$ cat src/rtl/frag_rd_arbiter_if.sv
// frag_rd_arbiter_if: job control, memory read port and fragment FIFO push bundle
interface frag_rd_arbiter_if #(
  parameter int NUM_F_PIPES = 2,
  parameter int DATA_WIDTH = 32,
  parameter int MAIN_MEM_ADDR_WIDTH = 32,
  parameter int LOCAL_VERTEX_MEM_ADDR_WIDTH = 4,
  parameter int FREE_W = 8,
  parameter int FRAG_CNT_W = 16
);
  logic en;
  logic start;
  logic [MAIN_MEM_ADDR_WIDTH-1:0] f_array_ptr;
  logic [LOCAL_VERTEX_MEM_ADDR_WIDTH-1:0] vertexSize;
  logic [FRAG_CNT_W-1:0] num_frags;
  logic mem_rd_en;
  logic [MAIN_MEM_ADDR_WIDTH-1:0] mem_rd_addr;
  logic [DATA_WIDTH-1:0] mem_rd_data;
  logic [NUM_F_PIPES*FREE_W-1:0] frag_fifo_free;
  logic [NUM_F_PIPES-1:0] frag_fifo_wr_en;
  logic [DATA_WIDTH-1:0] frag_fifo_wr_data;
  logic frag_fifo_wr_last;
  logic busy;
  logic done;
  modport master (
    input en, start, f_array_ptr, vertexSize, num_frags, mem_rd_data, frag_fifo_free,
    output mem_rd_en, mem_rd_addr, frag_fifo_wr_en, frag_fifo_wr_data, frag_fifo_wr_last, busy, done
  );
  modport slave (
    output en, start, f_array_ptr, vertexSize, num_frags, mem_rd_data, frag_fifo_free,
    input mem_rd_en, mem_rd_addr, frag_fifo_wr_en, frag_fifo_wr_data, frag_fifo_wr_last, busy, done
  );
endinterface

$ cat src/rtl/frag_rd_arbiter.sv
// frag_rd_arbiter: fetches packed fragments from memory and pushes each whole into a round-robin chosen FIFO
module frag_rd_arbiter #(
  parameter int NUM_F_PIPES = 2,
  parameter int DATA_WIDTH = 32,
  parameter int MAIN_MEM_ADDR_WIDTH = 32,
  parameter int LOCAL_VERTEX_MEM_ADDR_WIDTH = 4,
  parameter int FREE_W = 8,
  parameter int FRAG_CNT_W = 16
) (
  input logic clk,
  input logic resetn,
  frag_rd_arbiter_if.master bus
);
  localparam int PW = NUM_F_PIPES > 1 ? $clog2(NUM_F_PIPES) : 1;
  localparam int MAW = MAIN_MEM_ADDR_WIDTH;
  localparam int LVW = LOCAL_VERTEX_MEM_ADDR_WIDTH;
  localparam int FCW = FRAG_CNT_W;
  typedef enum logic [1:0] {IDLE, SELECT, READ, FINISH} state_t;
  state_t state_q, state_d;
  logic [PW-1:0] rr_q, rr_d, sel_q, sel_d, seld_q, pick;
  logic [LVW-1:0] vsz_q, vsz_d, offs_q, offs_d;
  logic [MAW-1:0] base_q, base_d;
  logic [FCW-1:0] left_q, left_d;
  logic [FREE_W-1:0] need;
  logic vld_q, lastd_q, hit, issue, fin;
  always_comb begin
    need = FREE_W'(vsz_q) + FREE_W'(1);
    hit = 1'b0;
    pick = '0;
    for (int k = 0; k < NUM_F_PIPES; k++) begin
      if (!hit && bus.frag_fifo_free[((int'(rr_q) + k) % NUM_F_PIPES) * FREE_W +: FREE_W] >= need) begin
        hit = 1'b1;
        pick = PW'((int'(rr_q) + k) % NUM_F_PIPES);
      end
    end
  end
  always_comb begin
    state_d = state_q;
    rr_d = rr_q;
    sel_d = sel_q;
    vsz_d = vsz_q;
    offs_d = offs_q;
    base_d = base_q;
    left_d = left_q;
    issue = bus.en && state_q == READ;
    fin = bus.en && state_q == FINISH && !vld_q;
    if (bus.en) begin
      case (state_q)
        IDLE: if (bus.start) begin
          vsz_d = bus.vertexSize;
          base_d = bus.f_array_ptr;
          left_d = bus.num_frags;
          state_d = bus.num_frags == '0 ? FINISH : SELECT;
        end
        SELECT: if (hit) begin
          sel_d = pick;
          offs_d = '0;
          state_d = READ;
        end
        READ: begin
          offs_d = offs_q + 1'b1;
          if (offs_q == vsz_q) begin
            base_d = base_q + MAW'(vsz_q) + MAW'(1);
            left_d = left_q - 1'b1;
            rr_d = PW'((int'(sel_q) + 1) % NUM_F_PIPES);
            state_d = left_q == FCW'(1) ? FINISH : SELECT;
          end
        end
        default: if (!vld_q) state_d = IDLE;
      endcase
    end
  end
  // return path: the word read last cycle is pushed to the pipe chosen when it was issued
  assign bus.mem_rd_en = issue;
  assign bus.mem_rd_addr = issue ? base_q + MAW'(offs_q) : '0;
  assign bus.frag_fifo_wr_en = vld_q ? NUM_F_PIPES'(1) << seld_q : '0;
  assign bus.frag_fifo_wr_data = vld_q ? bus.mem_rd_data : '0;
  assign bus.frag_fifo_wr_last = vld_q && lastd_q;
  assign bus.done = fin;
  assign bus.busy = state_q != IDLE && !fin;
  always_ff @(posedge clk) begin
    if (!resetn) begin
      state_q <= IDLE;
      rr_q <= '0;
      sel_q <= '0;
      vsz_q <= '0;
      offs_q <= '0;
      base_q <= '0;
      left_q <= '0;
      vld_q <= 1'b0;
      seld_q <= '0;
      lastd_q <= 1'b0;
    end else begin
      state_q <= state_d;
      rr_q <= rr_d;
      sel_q <= sel_d;
      vsz_q <= vsz_d;
      offs_q <= offs_d;
      base_q <= base_d;
      left_q <= left_d;
      vld_q <= issue;
      seld_q <= sel_q;
      lastd_q <= offs_q == vsz_q;
    end
  end
endmodule

$ cat src/flat_wrapper.sv
// flat-port wrapper written by rule: the top's interface ports become plain ports
module frag_rd_arbiter_flat 
#(
  parameter int NUM_F_PIPES = 2,
  parameter int DATA_WIDTH = 32,
  parameter int MAIN_MEM_ADDR_WIDTH = 32,
  parameter int LOCAL_VERTEX_MEM_ADDR_WIDTH = 4,
  parameter int FREE_W = 8,
  parameter int FRAG_CNT_W = 16
)
  (clk, resetn, bus_en, bus_start, bus_f_array_ptr, bus_vertexSize, bus_num_frags, bus_mem_rd_data, bus_frag_fifo_free, bus_mem_rd_en, bus_mem_rd_addr, bus_frag_fifo_wr_en, bus_frag_fifo_wr_data, bus_frag_fifo_wr_last, bus_busy, bus_done);
  frag_rd_arbiter_if #(.NUM_F_PIPES(NUM_F_PIPES), .DATA_WIDTH(DATA_WIDTH), .MAIN_MEM_ADDR_WIDTH(MAIN_MEM_ADDR_WIDTH), .LOCAL_VERTEX_MEM_ADDR_WIDTH(LOCAL_VERTEX_MEM_ADDR_WIDTH), .FREE_W(FREE_W), .FRAG_CNT_W(FRAG_CNT_W)) bus_i ();
  input logic clk;
  input logic resetn;
  input wire logic [$bits(bus_i.en)-1:0] bus_en;
  input wire logic [$bits(bus_i.start)-1:0] bus_start;
  input wire logic [$bits(bus_i.f_array_ptr)-1:0] bus_f_array_ptr;
  input wire logic [$bits(bus_i.vertexSize)-1:0] bus_vertexSize;
  input wire logic [$bits(bus_i.num_frags)-1:0] bus_num_frags;
  input wire logic [$bits(bus_i.mem_rd_data)-1:0] bus_mem_rd_data;
  input wire logic [$bits(bus_i.frag_fifo_free)-1:0] bus_frag_fifo_free;
  output wire logic [$bits(bus_i.mem_rd_en)-1:0] bus_mem_rd_en;
  output wire logic [$bits(bus_i.mem_rd_addr)-1:0] bus_mem_rd_addr;
  output wire logic [$bits(bus_i.frag_fifo_wr_en)-1:0] bus_frag_fifo_wr_en;
  output wire logic [$bits(bus_i.frag_fifo_wr_data)-1:0] bus_frag_fifo_wr_data;
  output wire logic [$bits(bus_i.frag_fifo_wr_last)-1:0] bus_frag_fifo_wr_last;
  output wire logic [$bits(bus_i.busy)-1:0] bus_busy;
  output wire logic [$bits(bus_i.done)-1:0] bus_done;
  assign bus_i.en = bus_en;
  assign bus_i.start = bus_start;
  assign bus_i.f_array_ptr = bus_f_array_ptr;
  assign bus_i.vertexSize = bus_vertexSize;
  assign bus_i.num_frags = bus_num_frags;
  assign bus_i.mem_rd_data = bus_mem_rd_data;
  assign bus_i.frag_fifo_free = bus_frag_fifo_free;
  assign bus_mem_rd_en = bus_i.mem_rd_en;
  assign bus_mem_rd_addr = bus_i.mem_rd_addr;
  assign bus_frag_fifo_wr_en = bus_i.frag_fifo_wr_en;
  assign bus_frag_fifo_wr_data = bus_i.frag_fifo_wr_data;
  assign bus_frag_fifo_wr_last = bus_i.frag_fifo_wr_last;
  assign bus_busy = bus_i.busy;
  assign bus_done = bus_i.done;
  frag_rd_arbiter #(.NUM_F_PIPES(NUM_F_PIPES), .DATA_WIDTH(DATA_WIDTH), .MAIN_MEM_ADDR_WIDTH(MAIN_MEM_ADDR_WIDTH), .LOCAL_VERTEX_MEM_ADDR_WIDTH(LOCAL_VERTEX_MEM_ADDR_WIDTH), .FREE_W(FREE_W), .FRAG_CNT_W(FRAG_CNT_W)) u_core (.clk(clk), .resetn(resetn), .bus(bus_i));
endmodule
$ cat config.mk
export PLATFORM = sky130hd
export DESIGN_NAME = frag_rd_arbiter_flat
export DESIGN_NICKNAME = d
export VERILOG_FILES = /design/src/rtl/frag_rd_arbiter_if.sv /design/src/rtl/frag_rd_arbiter.sv /design/src/flat_wrapper.sv
export SDC_FILE = /design/constraint.sdc
export NUM_CORES = 1
export LEC_CHECK = 0
export ABC_AREA = 1
export BUFFER_PORTS_ARGS = -buffer_cell sky130_fd_sc_hd__buf_4
export CAP_MARGIN = 20
export CORE_MARGIN = 2
export CORE_UTILIZATION = 25
export CTS_CLUSTER_SIZE = 8
export DETAILED_ROUTE_END_ITERATION = 10
export PLACE_DENSITY = 0.52
export REMOVE_ABC_BUFFERS = 1
export SLEW_MARGIN = 20
export SYNTH_ARGS = -nofsm -noshare
export SYNTH_HDL_FRONTEND = slang
export SYNTH_SLANG_ARGS = --single-unit
$ cat constraint.sdc
create_clock -name clk -period 2.7 [get_ports clk]
set_input_delay 0.405 -clock clk [delete_from_list [all_inputs] [get_ports clk]]
set_output_delay 0.405 -clock clk [all_outputs]
set_load 0.005 [all_outputs]
-- Word level (Yosys, flattened, before mapping)
Index checks and enable logic that the tools add are counted.
Widths: inputs -> output; s select.
- flip-flop bits (word level): 63
- output and inout port bits: 70
- bits of input ports: 104
- logic and storage cells: 75
- magnitude comparators: 2
- mux-type cells: 22
- bitwise gates (word level): 1
- equal/unequal tests: 9
- add/sub/neg operators: 8
- reductions and logical operators: 20
- shift operators: 3
- operators by type and width (operator ; count):
    $mux 32 ; 4
    $add 32x4->32 ; 2
    $pmux 32 s2 ; 1
    $add 32x1->32 const B ; 1
    $mux 16 ; 2
    $pmux 16 s2 ; 1
    $shiftx 16x5->8 ; 2
    $eq 16x1->1 const B ; 1
    $ge 8x8->1 ; 2
    $logic_not 16->1 ; 1
    $sub 16x1->16 const B ; 1
    $mux 2 ; 7
    $reduce_and 3->1 ; 4
    $pmux 4 s2 ; 1
    $logic_and 1x1->1 ; 6
    $pmux 2 s3 ; 1
    $reduce_bool 2->1 ; 3
    $add 4x1->5 const B ; 1
    $reduce_and 5->1 ; 1
    $add 4x1->4 const B ; 1
    $eq 2x2->1 const B ; 2
    $eq 4x4->1 ; 1
    $mux 1 ; 4
    $mux 4 ; 1
    10 further kinds ; 14

-- Longest topological paths before layout
Gate-level depths: netlist (run 1).
- depth in word-level cells: 8
- gate-level depth with buffers: 16
- depth with buffers taken out: 16

-- Worst setup path before layout (run 1)
OpenSTA, ideal clock, no wires.
- path kind: reg-to-output
- start: reg u_core.offs_q[0]
- end: out bus_mem_rd_addr[18]
- path buffers: 0
- required time: 2.295 ns
- path slack: 0.382 ns
- data arrival time: 1.913 ns
- stages on the path, launching flop included: 14
- path through: dfxtp_1 ha_1 fa_1 nand2_1 inv_1 o21ai_0 nand2_1 nand2_1 inv_1 nand2_1 inv_1 nand3_1 o21ai_0 nor2_1
- cells in the longest elaborated chain, start to end: 2
- ends and longest elaborated chain (what ; RTL line ; RTL):
    start: declaration ; frag_rd_arbiter.sv:21 ; logic [LVW-1:0] vsz_q, vsz_d, offs_q, offs_d;
    start signal: assignment ; frag_rd_arbiter.sv:98 ; offs_q <= offs_d;
    $add 32x4->32 ; frag_rd_arbiter.sv:75 ; assign bus.mem_rd_addr = issue ? base_q + MAW'(offs_q) : '0;
    $mux 32 ; frag_rd_arbiter.sv:75 ;
    end: declaration ; flat_wrapper.sv:23 ; output wire logic [$bits(bus_i.mem_rd_addr)-1:0] bus_mem_rd_addr;
No other way between the ends.

-- Worst setup path in the final report (run 1)
- start: reg u_core.offs_q[0]
- end: out bus_mem_rd_addr[30]
Same word-level chain as after synthesis.

==> results of run 1 <==
==> layer usage <==
metal	GRT usage (%)	vias to the layer above
met3	2.79	23
met5	0	-
li1	-	3391
met4	5.47	0
met2	28.1	199
met1	21.8	2951
==> power by group through the flow <==
stage               Sequential [W]  Combinational, W  Clock, W
global placement           0.00113          0.000923         0
global route               0.00114           0.00107   0.00112
CTS                        0.00112          0.000934   0.00107
finish                     0.00112          0.000941   0.00106
detailed placement         0.00113          0.000926         0
floorplan                  0.00111          0.000564         0
==> what timing repair did <==
action	in CTS	in global routing
pin swaps	4	14
buffers inserted	2	9
cloned	0	0
setup endpoints to repair	19	21
gates resized for setup	19	40
==> synthesized netlist by cell type (3+ instances only) <==
| cell | count | share of area (%) |
|---|---|---|
| nand2_1 | 236 | 16 |
| nor2_1 | 136 | 9.2 |
| inv_1 | 110 | 7.5 |
| a21oi_1 | 74 | 6.7 |
| o21ai_0 | 74 | 6.7 |
| dfxtp_1 | 63 | 23 |
| nand3_1 | 51 | 4.6 |
| xor2_1 | 25 | 4.0 |
| clkbuf_1 | 22 | 1.5 |
| ha_1 | 20 | 4.5 |
| nor3_1 | 13 | 1.2 |
| buf_2 | 11 | 1.0 |
| nand4_1 | 11 | 1.2 |
| xnor2_1 | 9 | 1.4 |
| a31oi_1 | 8 | 0.90 |
| o211ai_1 | 8 | 1.1 |
| inv_2 | 7 | 0.48 |
| nor3_2 | 6 | 1.1 |
| or2_0 | 6 | 0.68 |
| nor2_2 | 5 | 0.57 |
| nor4_1 | 5 | 0.57 |
| o31ai_1 | 5 | 0.68 |
| or2_2 | 5 | 0.57 |
| a211oi_1 | 4 | 0.54 |
| nand3b_1 | 4 | 0.54 |
| a21oi_2 | 3 | 0.48 |
| nand2_2 | 3 | 0.34 |
| nor3_4 | 3 | 0.88 |
==> cell type report <==
cell class / count / area (µm²)
multi-input combinational: 722 / 3830
clock buffer: 12 / 236
inverter: 118 / 447
timing repair buffer: 206 / 1560
clock inverter: 4 / 22.5
sequential: 63 / 1280
fill: 2443 / 14000
tap: 280 / 350
==> cells in the final DEF (no fill, tap or decap), drive strengths merged, types with 12 or more instances in the layout <==
master / count
o21ai: 75
nand2: 239
nor3: 22
buf: 206
xor2: 25
clkbuf: 12
nor2: 142
nand3: 52
a21oi: 77
ha: 20
dfxtp: 63
inv: 117
==> flip-flops by register name, summed over array words and instances, names as in the netlist, 2 cells and up <==
name            flops
u_core.left_q      16
u_core.base_q      32
u_core.state_q      2
u_core.offs_q       4
u_core.vsz_q        4
==> through the flow <==
step | power [W] | cells | hold slack (ns) | util [%] | cell area [µm²]
2_1_floorplan | 0.00168 | 903 | 0.422 | - | 5370
3_3_place_gp | 0.00206 | 1378 | 0.442 | 33.1 | 7200
3_5_place_dp | 0.00206 | 1378 | 0.448 | 33.1 | 7200
4_1_cts | 0.00313 | 1396 | 0.298 | 34.6 | 7520
5_1_grt | 0.00333 | 1405 | 0.310 | 35.5 | 7720
6_report | 0.00312 | 1405 | 0.298 | 35.5 | 7720
==> worst max-delay path, cell delays in order, from the launching register on <==
cell and delay [ns]:
dfxtp_2 0.35, ha_4 0.15, fa_2 0.20, nand2_2 0.05, inv_2 0.05, o21ai_2 0.06
buf_4 0.15, a21oi_4 0.18, inv_2 0.06, nor2_4 0.14, nand2_2 0.06, xor2_1 0.14
nor2_1 0.14, buf_4 0.13
==> cells by family (layout without fill, tap and decap cells) <==
| kind of cell | count (synthesis) | in the layout | share of synthesized area [%] |
|---|---|---|---|
| adder cells (fa/ha/maj) | 22 | 22 | 5.25 |
| XOR/XNOR | 34 | 34 | 5.38 |
| AND/OR/NAND/NOR | 487 | 487 | 38.1 |
| flip-flops | 63 | 63 | 22.8 |
| AO/OA/AOI/OAI | 179 | 179 | 17.6 |
| buffers and inverters | 155 | 340 | 10.9 |
==> worst min path at each step <==
| stage | end | depth (start not counted) |
|---|---|---|
| after floorplan | u_core.seld_q | 2 |
| after global placement | u_core.seld_q | 2 |
| after detailed placement | u_core.seld_q | 2 |
| after CTS | u_core.vsz_q[3] | 3 |
| after global routing | u_core.vsz_q[1] | 3 |
| final | u_core.vsz_q[3] | 3 |
==> results.json, run 1 <==
{
  "cts_hold_buf": 0,
  "initial_utilization_pct": 25.4,
  "p_leak_nw": 3.63,
  "timing.rr.end": "u_core.base_q[10]",
  "core_mm2": 0.0218,
  "wl_met3_um": 1130,
  "crit_path_end_kind": "primary output",
  "drtAntennaViolNets": 0,
  "ff2ff_path_depth": 12,
  "syn_inst": 940,
  "combinationalPowerShare_pct": 30.1,
  "start_kind": "flop",
  "ys_seq_area_share_pct": 22.8,
  "cts_tree": "done",
  "fmax_mhz": 383,
  "cp_data_arrival_time_ns": 2.21,
  "wire_per_inst_um": 14.3,
  "seqPwrFrac_pct": 36.0,
  "power.share.clock_pct": 33.9,
  "netlist_area_mm2": 0.00553,
  "finalHoldViolCount": 0,
  "power_density_mw_per_mm2": 404,
  "worstReg2RegStart": "u_core.vsz_q[0]",
  "cts-root-buf": "clkbuf_16",
  "num_antenna_cells": 0,
  "drc": 0,
  "endpoint": "bus_mem_rd_addr[30]",
  "rsz0062_at_grt": "true",
  "grt.total_usage_pct": 16.7,
  "clock-sinks": 63,
  "grt_max_degree": 44,
  "pin_count": 174,
  "cts.htree.levels": 3,
  "relSlewSlack_pct": 57.2,
  "dp_slack_ns": 0.0710,
  "cts_buffers": 9,
  "hold_class": "in2reg",
  "internal-power_w": 0.00204,
  "synth_seq_cells": 63,
  "areaGrowthSynthToFinish_pct": 39.6,
  "place_hpwl_um": 15400,
  "fin_worst_skew_ns": 0.00864,
  "fin_crit_sh_pct": 96.7,
  "m1WireLength_um": 9170,
  "setup_slack_ns": 0.0891,
  "synthArstFlopShare_pct": 0,
  "min_from": "bus_vertexSize[3]",
  "clk_latency_ns": 0.34,
  "final.setup.tns_ns": 0,
  "cts_buffer_depth": 2,
  "grt_first_pass_wirelength_um": 31600,
  "place.gp.congestion": 0.914,
  "antenna_found_initial": 0,
  "fin_crit_ns": 2.61,
  "grt_overflow": 0,
  "avgSynthCellArea_um2": 5.88,
  "r2r_slack_ns": 0.33,
  "power_switching_w": 0.00108,
  "grt_pass1_vias": 6157,
  "met2_length_um": 9360,
  "vias": 6564,
  "crit_type": "reg2out",
  "p_sw_share_pct": 34.6,
  "cap_violations": 0,
  "die_area_mm2": 0.0233,
  "vdd_drop_max_v": 0.000270,
  "synth_edf_count": 0,
  "outcome": "finished, final reports clean",
  "worstPathRequired_ns": 2.30,
  "first_pass_iters": 5,
  "rows": 54,
  "port_buffers": 173,
  "vias_per_cell": 4.67,
  "die_w_um": 153,
  "slew_viol_final": 0,
  "drive_gt1_share_pct": 26.7,
  "clkTransAtPathRegs_ns": 0.06,
  "fp.dieH_um": 153,
  "drt_iter0_drc": 406,
  "critPathLaunch": "u_core.offs_q[0]",
  "finalSetupViolations": 0,
  "top_layer": "met4",
  "tightest_slew_ns": 0.641,
  "final_nets": 1246,
  "synth_top_flop_cell": "dfxtp_1",
  "synth-warning-count": 0,
  "wl_um": 20100,
  "ys_types": 37,
  "cp_max_fo": 3
}
No activity file was read; power rests on OpenSTA's default activity.
==> run 2, diff against run 1 <==
--- a/config.mk
+++ b/config.mk
@@ -5,7 +5,7 @@
 export SDC_FILE = /design/constraint.sdc
 export NUM_CORES = 1
 export LEC_CHECK = 0
-export ABC_AREA = 1
+export ABC_AREA = 0
 export BUFFER_PORTS_ARGS = -buffer_cell sky130_fd_sc_hd__buf_4
 export CAP_MARGIN = 20
 export CORE_MARGIN = 2
==> constraint.sdc (replaced) <==
create_clock -name clk -period 3.1 [get_ports clk]
set_input_delay 0.465 -clock clk [delete_from_list [all_inputs] [get_ports clk]]
set_output_delay 0.465 -clock clk [all_outputs]
set_load 0.005 [all_outputs]
==> results.json, run 2 <==
{
  "fillers": 2246,
  "power_density_mw_per_mm2": 362,
  "syn_inst": 729,
  "finalSetupViolations": 0,
  "fin_crit_sh_pct": 96.0,
  "first_pass_iters": 7,
  "die_area_mm2": 0.0225,
  "dp_cells": 1146,
  "synth_edf_count": 0,
  "seq_area_mm2": 0.00126,
  "regMostFlops": "u_core.base_q",
  "synth-warning-count": 0,
  "place.gp.congestion": 0.816,
  "synth_top_cell_by_area": "dfxtp_1",
  "vias_per_cell": 5.12,
  "synthArstFlopShare_pct": 0,
  "initial_utilization_pct": 25.4,
  "drc": 0,
  "grt_overflow": 0,
  "combinationalPowerShare_pct": 26.6,
  "synth.most_common_cell": "nand2_1",
  "vdd_drop_max_v": 0.000235,
  "crit_family": "adder cells",
  "synth_compound_area_share_pct": 24.5,
  "drt_iter0_drc": 423,
  "synth_top_flop_cell": "dfxtp_1",
  "place_hpwl_um": 14300,
  "drive_gt1_share_pct": 28.2,
  "clock-sinks": 63,
  "fin_worst_skew_ns": 0.00703,
  "crit_type": "reg2out",
  "final.setup.tns_ns": 0,
  "ys_seq_area_share_pct": 23.7,
  "tightest_slew_ns": 0.897,
  "seqPwrFrac_pct": 37.0,
  "port_buffers": 173,
  "setup_slack_ns": 0.125,
  "wire_per_inst_um": 16.7,
  "worstPathRequired_ns": 2.63,
  "synth_seq_cells": 63,
  "cts.htree.levels": 3,
  "synth_area_leaders": "dfxtp_1 (24%), a21oi_1 (6.1%), nand2_1 (5.8%)",
  "crit_path_end_kind": "primary output",
  "grt.total_usage_pct": 17.0,
  "critPathMaxStageDelay_ns": 0.41,
  "yosys.area_share.simple_pct": 32.8,
  "final_cell_mix": "buf_4 (197), nand2_1 (83), nor2_1 (77)",
  "fp.dieH_um": 150,
  "dp_slack_ns": 0.371,
  "fin_crit_ns": 2.97,
  "cp_common_cell": "buf_4",
  "stdcell_count": 1163,
  "power_switching_w": 0.000844,
  "grt_max_degree": 39,
  "largest_register_ffs": 32,
  "synthMuxAreaShare_pct": 2.61,
  "cap_violations": 0,
  "avgSynthCellArea_um2": 7.31,
  "p_leak_nw": 3.01,
  "clkTransAtPathRegs_ns": 0.06,
  "wl_um": 19400,
  "p_sw_share_pct": 32.3,
  "rows": 53,
  "multi_input_area_mm2": 0.00382,
  "synth_top_family_by_area": "simple AND/OR/NAND/NOR gates",
  "die_w_um": 150,
  "mostFrequentLayoutCell": "buf_4",
  "hold_class": "in2reg",
  "fmax_mhz": 336,
  "slew_viol_final": 0,
  "internal-power_w": 0.00177,
  "outcome": "finished, final reports clean",
  "core_mm2": 0.0210,
  "cts_tree": "done",
  "final_nets": 1011,
  "cts_buffers": 9,
  "rsz0062_at_grt": "false",
  "grt_first_pass_wirelength_um": 30100,
  "reg_top3": "u_core.base_q (32), u_core.left_q (16)",
  "start_kind": "flop",
  "post-synth-top-area-fraction_pct": 23.7,
  "grt_pass1_vias": 5592,
  "cts_buffer_depth": 2,
  "num_antenna_cells": 0,
  "antenna_found_initial": 0,
  "cp_data_arrival_time_ns": 2.51,
  "vias": 5956,
  "pin_count": 174,
  "finalHoldViolCount": 0,
  "cts-root-buf": "clkbuf_16",
  "synth_xor_area_share_pct": 5.59,
  "worst-path-buf-inv": 2,
  "drtAntennaViolNets": 0,
  "areaGrowthSynthToFinish_pct": 35.7,
  "power.share.clock_pct": 36.4,
  "cp_max_fo": 7,
  "relSlewSlack_pct": 40.1,
  "ys_types": 72,
  "holdWs_ns": 0.374,
  "clk_latency_ns": 0.34,
  "netlist_top_cells_count": "nand2_1 (83), nor2_1 (77), a21oi_1 (65)",
  "synthAdderAreaFrac_pct": 5.83,
  "netlist_area_mm2": 0.00533,
  "path_cells": "ha_1 > fa_1 > a21o_1 > a21oi_2 > buf_4 > nor2_4 > and4_1 > xnor2_1 > nor2_1 > buf_4",
  "cpMaxStageDelayCell": "fa_1"
}
[run 2: cell count changes in the layout (fill, tap and decap cells not counted), moves of 14 or more]
cell / previous run / this run
inv_1: 102 / 10
nor2_1: 131 / 77
nand3_1: 49 / 35
o21ai_0: 70 / 37
and2_1: 0 / 39
inv_2: 15 / 1
nand2_1: 226 / 83
[run 2: power by group through the flow]
stage          Clock (W)  Sequential (W)  Combinational (W)
6_report        0.000952        0.000968           0.000695
5_1_grt          0.00100        0.000981           0.000779
4_1_cts         0.000967        0.000967           0.000698
3_5_place_dp           0        0.000983           0.000694
3_3_place_gp           0        0.000984           0.000692
2_1_floorplan          0        0.000966           0.000397
[run 2: kinds of logic after synthesis]
group           count (synthesis)
xor+xnor                       34
compound gates                198
simple gates                  333
mux                            13
fa+ha+maj                      24
flops                          63
buf+inv                        64
[run 2: worst paths after layout]
kind | from | to | slack, ns | cells after the start
worst max register to register | u_core.rr_q | u_core.state_q[1] | 0.55 | 8
worst min-delay path | bus_vertexSize[3] | u_core.vsz_q[3] | 0.37 | 3
worst min register to register | u_core.left_q[10] | u_core.left_q[10] | 0.47 | 2
worst max-delay path | u_core.offs_q[0] | bus_mem_rd_addr[30] | 0.13 | 10
[run 2: repair_timing]
action	CTS	global route
hold buffers	0	0
cloned	0	1
resized for setup	1	2
setup endpoints to repair	1	1
buffers inserted	0	2
[run 2: area by class of cell]
class / count / share of cell area [%]
Timing Repair Buffer: 198 / 20.6
Clock buffer: 13 / 3.60
Sequential cell: 63 / 17.5
Clock inverter: 1 / 0.0693
Inverter: 11 / 0.571
Tap cell: 275 / 4.76
Multi-Input combinational cell: 602 / 52.9
[run 2: per-stage QoR]
step           util [%]  area, µm²  power [W]
2_1_floorplan         -       5100    0.00136
3_3_place_gp       33.0       6930    0.00168
3_5_place_dp       33.0       6930    0.00168
4_1_cts            34.3       7190    0.00263
5_1_grt            34.5       7230    0.00276
6_report           34.5       7230    0.00261
[run 2: metal layers]
| metal | part of all wire [%] | GRT usage, % |
|---|---|---|
| met2 | 45 | 27.6 |
| met1 | 46 | 22.3 |
| met5 | 0 | 0 |
| met3 | 7.5 | 3.17 |
| met4 | 2.0 | 6.56 |
[run 2: worst register-to-register path: stages (launching register included)]
cell and delay (ns):
dfxtp_1 0.33, buf_4 0.17, mux2_2 0.34, ha_1 0.29
a21oi_1 0.14, maj3_1 0.24, nor2_1 0.09, or4b_2 0.70
o211a_1 0.15
==> run 3, diff against run 2 <==
--- a/config.mk
+++ b/config.mk
@@ -14,6 +14,8 @@
 export DETAILED_ROUTE_END_ITERATION = 10
 export PLACE_DENSITY = 0.52
 export REMOVE_ABC_BUFFERS = 1
+export SETUP_SLACK_MARGIN = 0.3
+export SKIP_CTS_REPAIR_TIMING = 1
 export SLEW_MARGIN = 20
 export SYNTH_ARGS = -nofsm -noshare
 export SYNTH_HDL_FRONTEND = slang
==> results.json, run 3 (synthesis gave the netlist of run 2 again) <==
{
  "reg_top3": "u_core.base_q (32), u_core.left_q (16)",
  "drc": 0,
  "wl_um": 19500,
  "setup_slack_ns": 0.270,
  "relSlewSlack_pct": 37.8,
  "combinationalPowerShare_pct": 26.7,
  "power.total_w": 0.00263,
  "hold_class": "in2reg",
  "port_buffers": 173,
  "power_density_mw_per_mm2": 355,
  "vdd_drop_max_v": 0.000238,
  "final_nets": 1019,
  "cts_tree": "done",
  "fin_util_pct": 35.3,
  "cap_violations": 0,
  "cts_buffers": 9,
  "r2r_slack_ns": 0.55,
  "final_cell_mix": "buf_4 (203), nand2_1 (82), nor2_1 (77)",
  "ff2ff_path_depth": 8,
  "fmax_mhz": 353,
  "cts.htree.levels": 3,
  "path_cells": "ha_4 > fa_2 > a21o_1 > a21oi_2 > buf_6 > nor2_4 > and4_1 > xnor2_1 > nor2_1 > buf_4",
  "die_area_mm2": 0.0225,
  "fp.dieH_um": 150,
  "areaGrowthSynthToFinish_pct": 39.0,
  "cts-root-buf": "clkbuf_16",
  "fillers": 2236,
  "num_antenna_cells": 0,
  "cp_data_arrival_time_ns": 2.37,
  "clock-sinks": 63,
  "start_kind": "flop",
  "cp_max_fo": 7,
  "largest_register_ffs": 32,
  "clkTransAtPathRegs_ns": 0.05,
  "met3_usage_pct": 3.17,
  "power_switching_w": 0.000849,
  "slew_viol_final": 0,
  "drtAntennaViolNets": 0,
  "rsz0062_at_grt": "true",
  "finalSetupViolations": 0,
  "power.share.clock_pct": 36.3,
  "regMostFlops": "u_core.base_q",
  "cts_buffer_depth": 2,
  "use_met1_pct": 22.3,
  "finalHoldViolCount": 0,
  "place.gp.congestion": 0.816,
  "internal-power_w": 0.00178,
  "met2_usage_pct": 27.6,
  "tightest_slew_ns": 0.932,
  "p_leak_nw": 3.06,
  "core_mm2": 0.0210,
  "crit_path_end_kind": "primary output",
  "fin_crit_sh_pct": 91.3,
  "postPlaceCellArea_mm2": 0.00693,
  "min_to": "u_core.vsz_q[1]",
  "place_hpwl_um": 14300,
  "critPathMaxStageDelay_ns": 0.37,
  "clk_latency_ns": 0.35,
  "die_w_um": 150,
  "pin_count": 174,
  "outcome": "finished, final reports clean",
  "wire_per_inst_um": 16.7,
  "antenna_found_initial": 0,
  "grt.total_usage_pct": 17.0,
  "initial_utilization_pct": 25.4,
  "grt_max_degree": 39,
  "grt_pass1_vias": 5593,
  "grt_overflow": 0,
  "drt_iter0_drc": 391,
  "dp_slack_ns": 0.371,
  "grt_first_pass_wirelength_um": 30100,
  "drive_gt1_share_pct": 32.3,
  "mostFrequentLayoutCell": "buf_4",
  "vias": 5988,
  "seqPwrFrac_pct": 37.0,
  "stdcell_area_mm2": 0.00740,
  "busiest_layer": "met2",
  "fin_worst_skew_ns": 0.00879,
  "fin_crit_ns": 2.83,
  "rows": 53,
  "p_sw_share_pct": 32.3,
  "min_from": "bus_vertexSize[1]",
  "worstPathRequired_ns": 2.63,
  "hold_depth": 3,
  "first_pass_iters": 8,
  "vias_per_cell": 5.11,
  "timing.rr.end": "u_core.state_q[1]",
  "cpMaxStageDelayCell": "fa_2",
  "crit_type": "reg2out",
  "worstReg2RegStart": "u_core.rr_q"
}
-- run 3: cell types whose count changed in the layout (fill, tap and decap cells not counted), sizes merged --
cell           delta
clkdlybuf4s15     -1
buf               +9
-- run 3: area by class of cell --
class                      instances  area, µm²  share of cell area [%]
sequential                        63       1290                    17.4
clock buffer                      13        260                    3.52
timing repair buffer             206       1560                    21.0
inverter                          11       41.3                   0.558
multi-input combinational        602       3910                    52.8
tap                              275        344                    4.65
clock inverter                     1       5.00                  0.0676
-- run 3: metrics by stage --
stage	cells	hold WS (ns)	setup TNS [ns]
after global routing	1171	0.388	0
after detailed placement	1146	0.450	0
after floorplan	676	0.422	-59.39
final	1171	0.367	0
after global placement	1146	0.449	0
after CTS	1160	0.364	-0.00138
-- run 3: layer usage --
| layer | share of wire, % | routed length, µm |
|---|---|---|
| met4 | 2.0 | 395 |
| met1 | 45 | 8780 |
| met3 | 7.4 | 1450 |
| met2 | 46 | 8880 |
| met5 | 0 | 0 |
-- run 3: how the worst max path moves through the flow --
stage | end | from | cells past startpoint | slack, ns
after floorplan | u_core.base_q[23] | u_core.state_q[1] | 6 | -1.71
after global placement | bus_mem_rd_addr[20] | u_core.base_q[10] | 5 | 0.40
after detailed placement | bus_mem_rd_addr[20] | u_core.base_q[10] | 5 | 0.37
after CTS | bus_mem_rd_addr[20] | u_core.base_q[10] | 5 | -0.001
after global routing | bus_mem_rd_addr[30] | u_core.offs_q[0] | 10 | 0.17
final | bus_mem_rd_addr[30] | u_core.offs_q[0] | 10 | 0.27
-- run 3: worst max-delay path, delay by kind of cell, from the launching register on --
family          cells  cell delay, ns
flops               1            0.36
fa+ha+maj           2            0.54
buf+inv             2            0.29
compound gates      2            0.36
simple gates        3            0.31
xor+xnor            1            0.17
-- run 3: power groups by stage --
stage	clock, W	sequential (W)	combinational (W)
after CTS	0.000967	0.000967	0.000698
after global routing	0.00100	0.000985	0.000787
after detailed placement	0	0.000983	0.000694
after floorplan	0	0.000966	0.000397
final	0.000953	0.000973	0.000701
after global placement	0	0.000984	0.000692
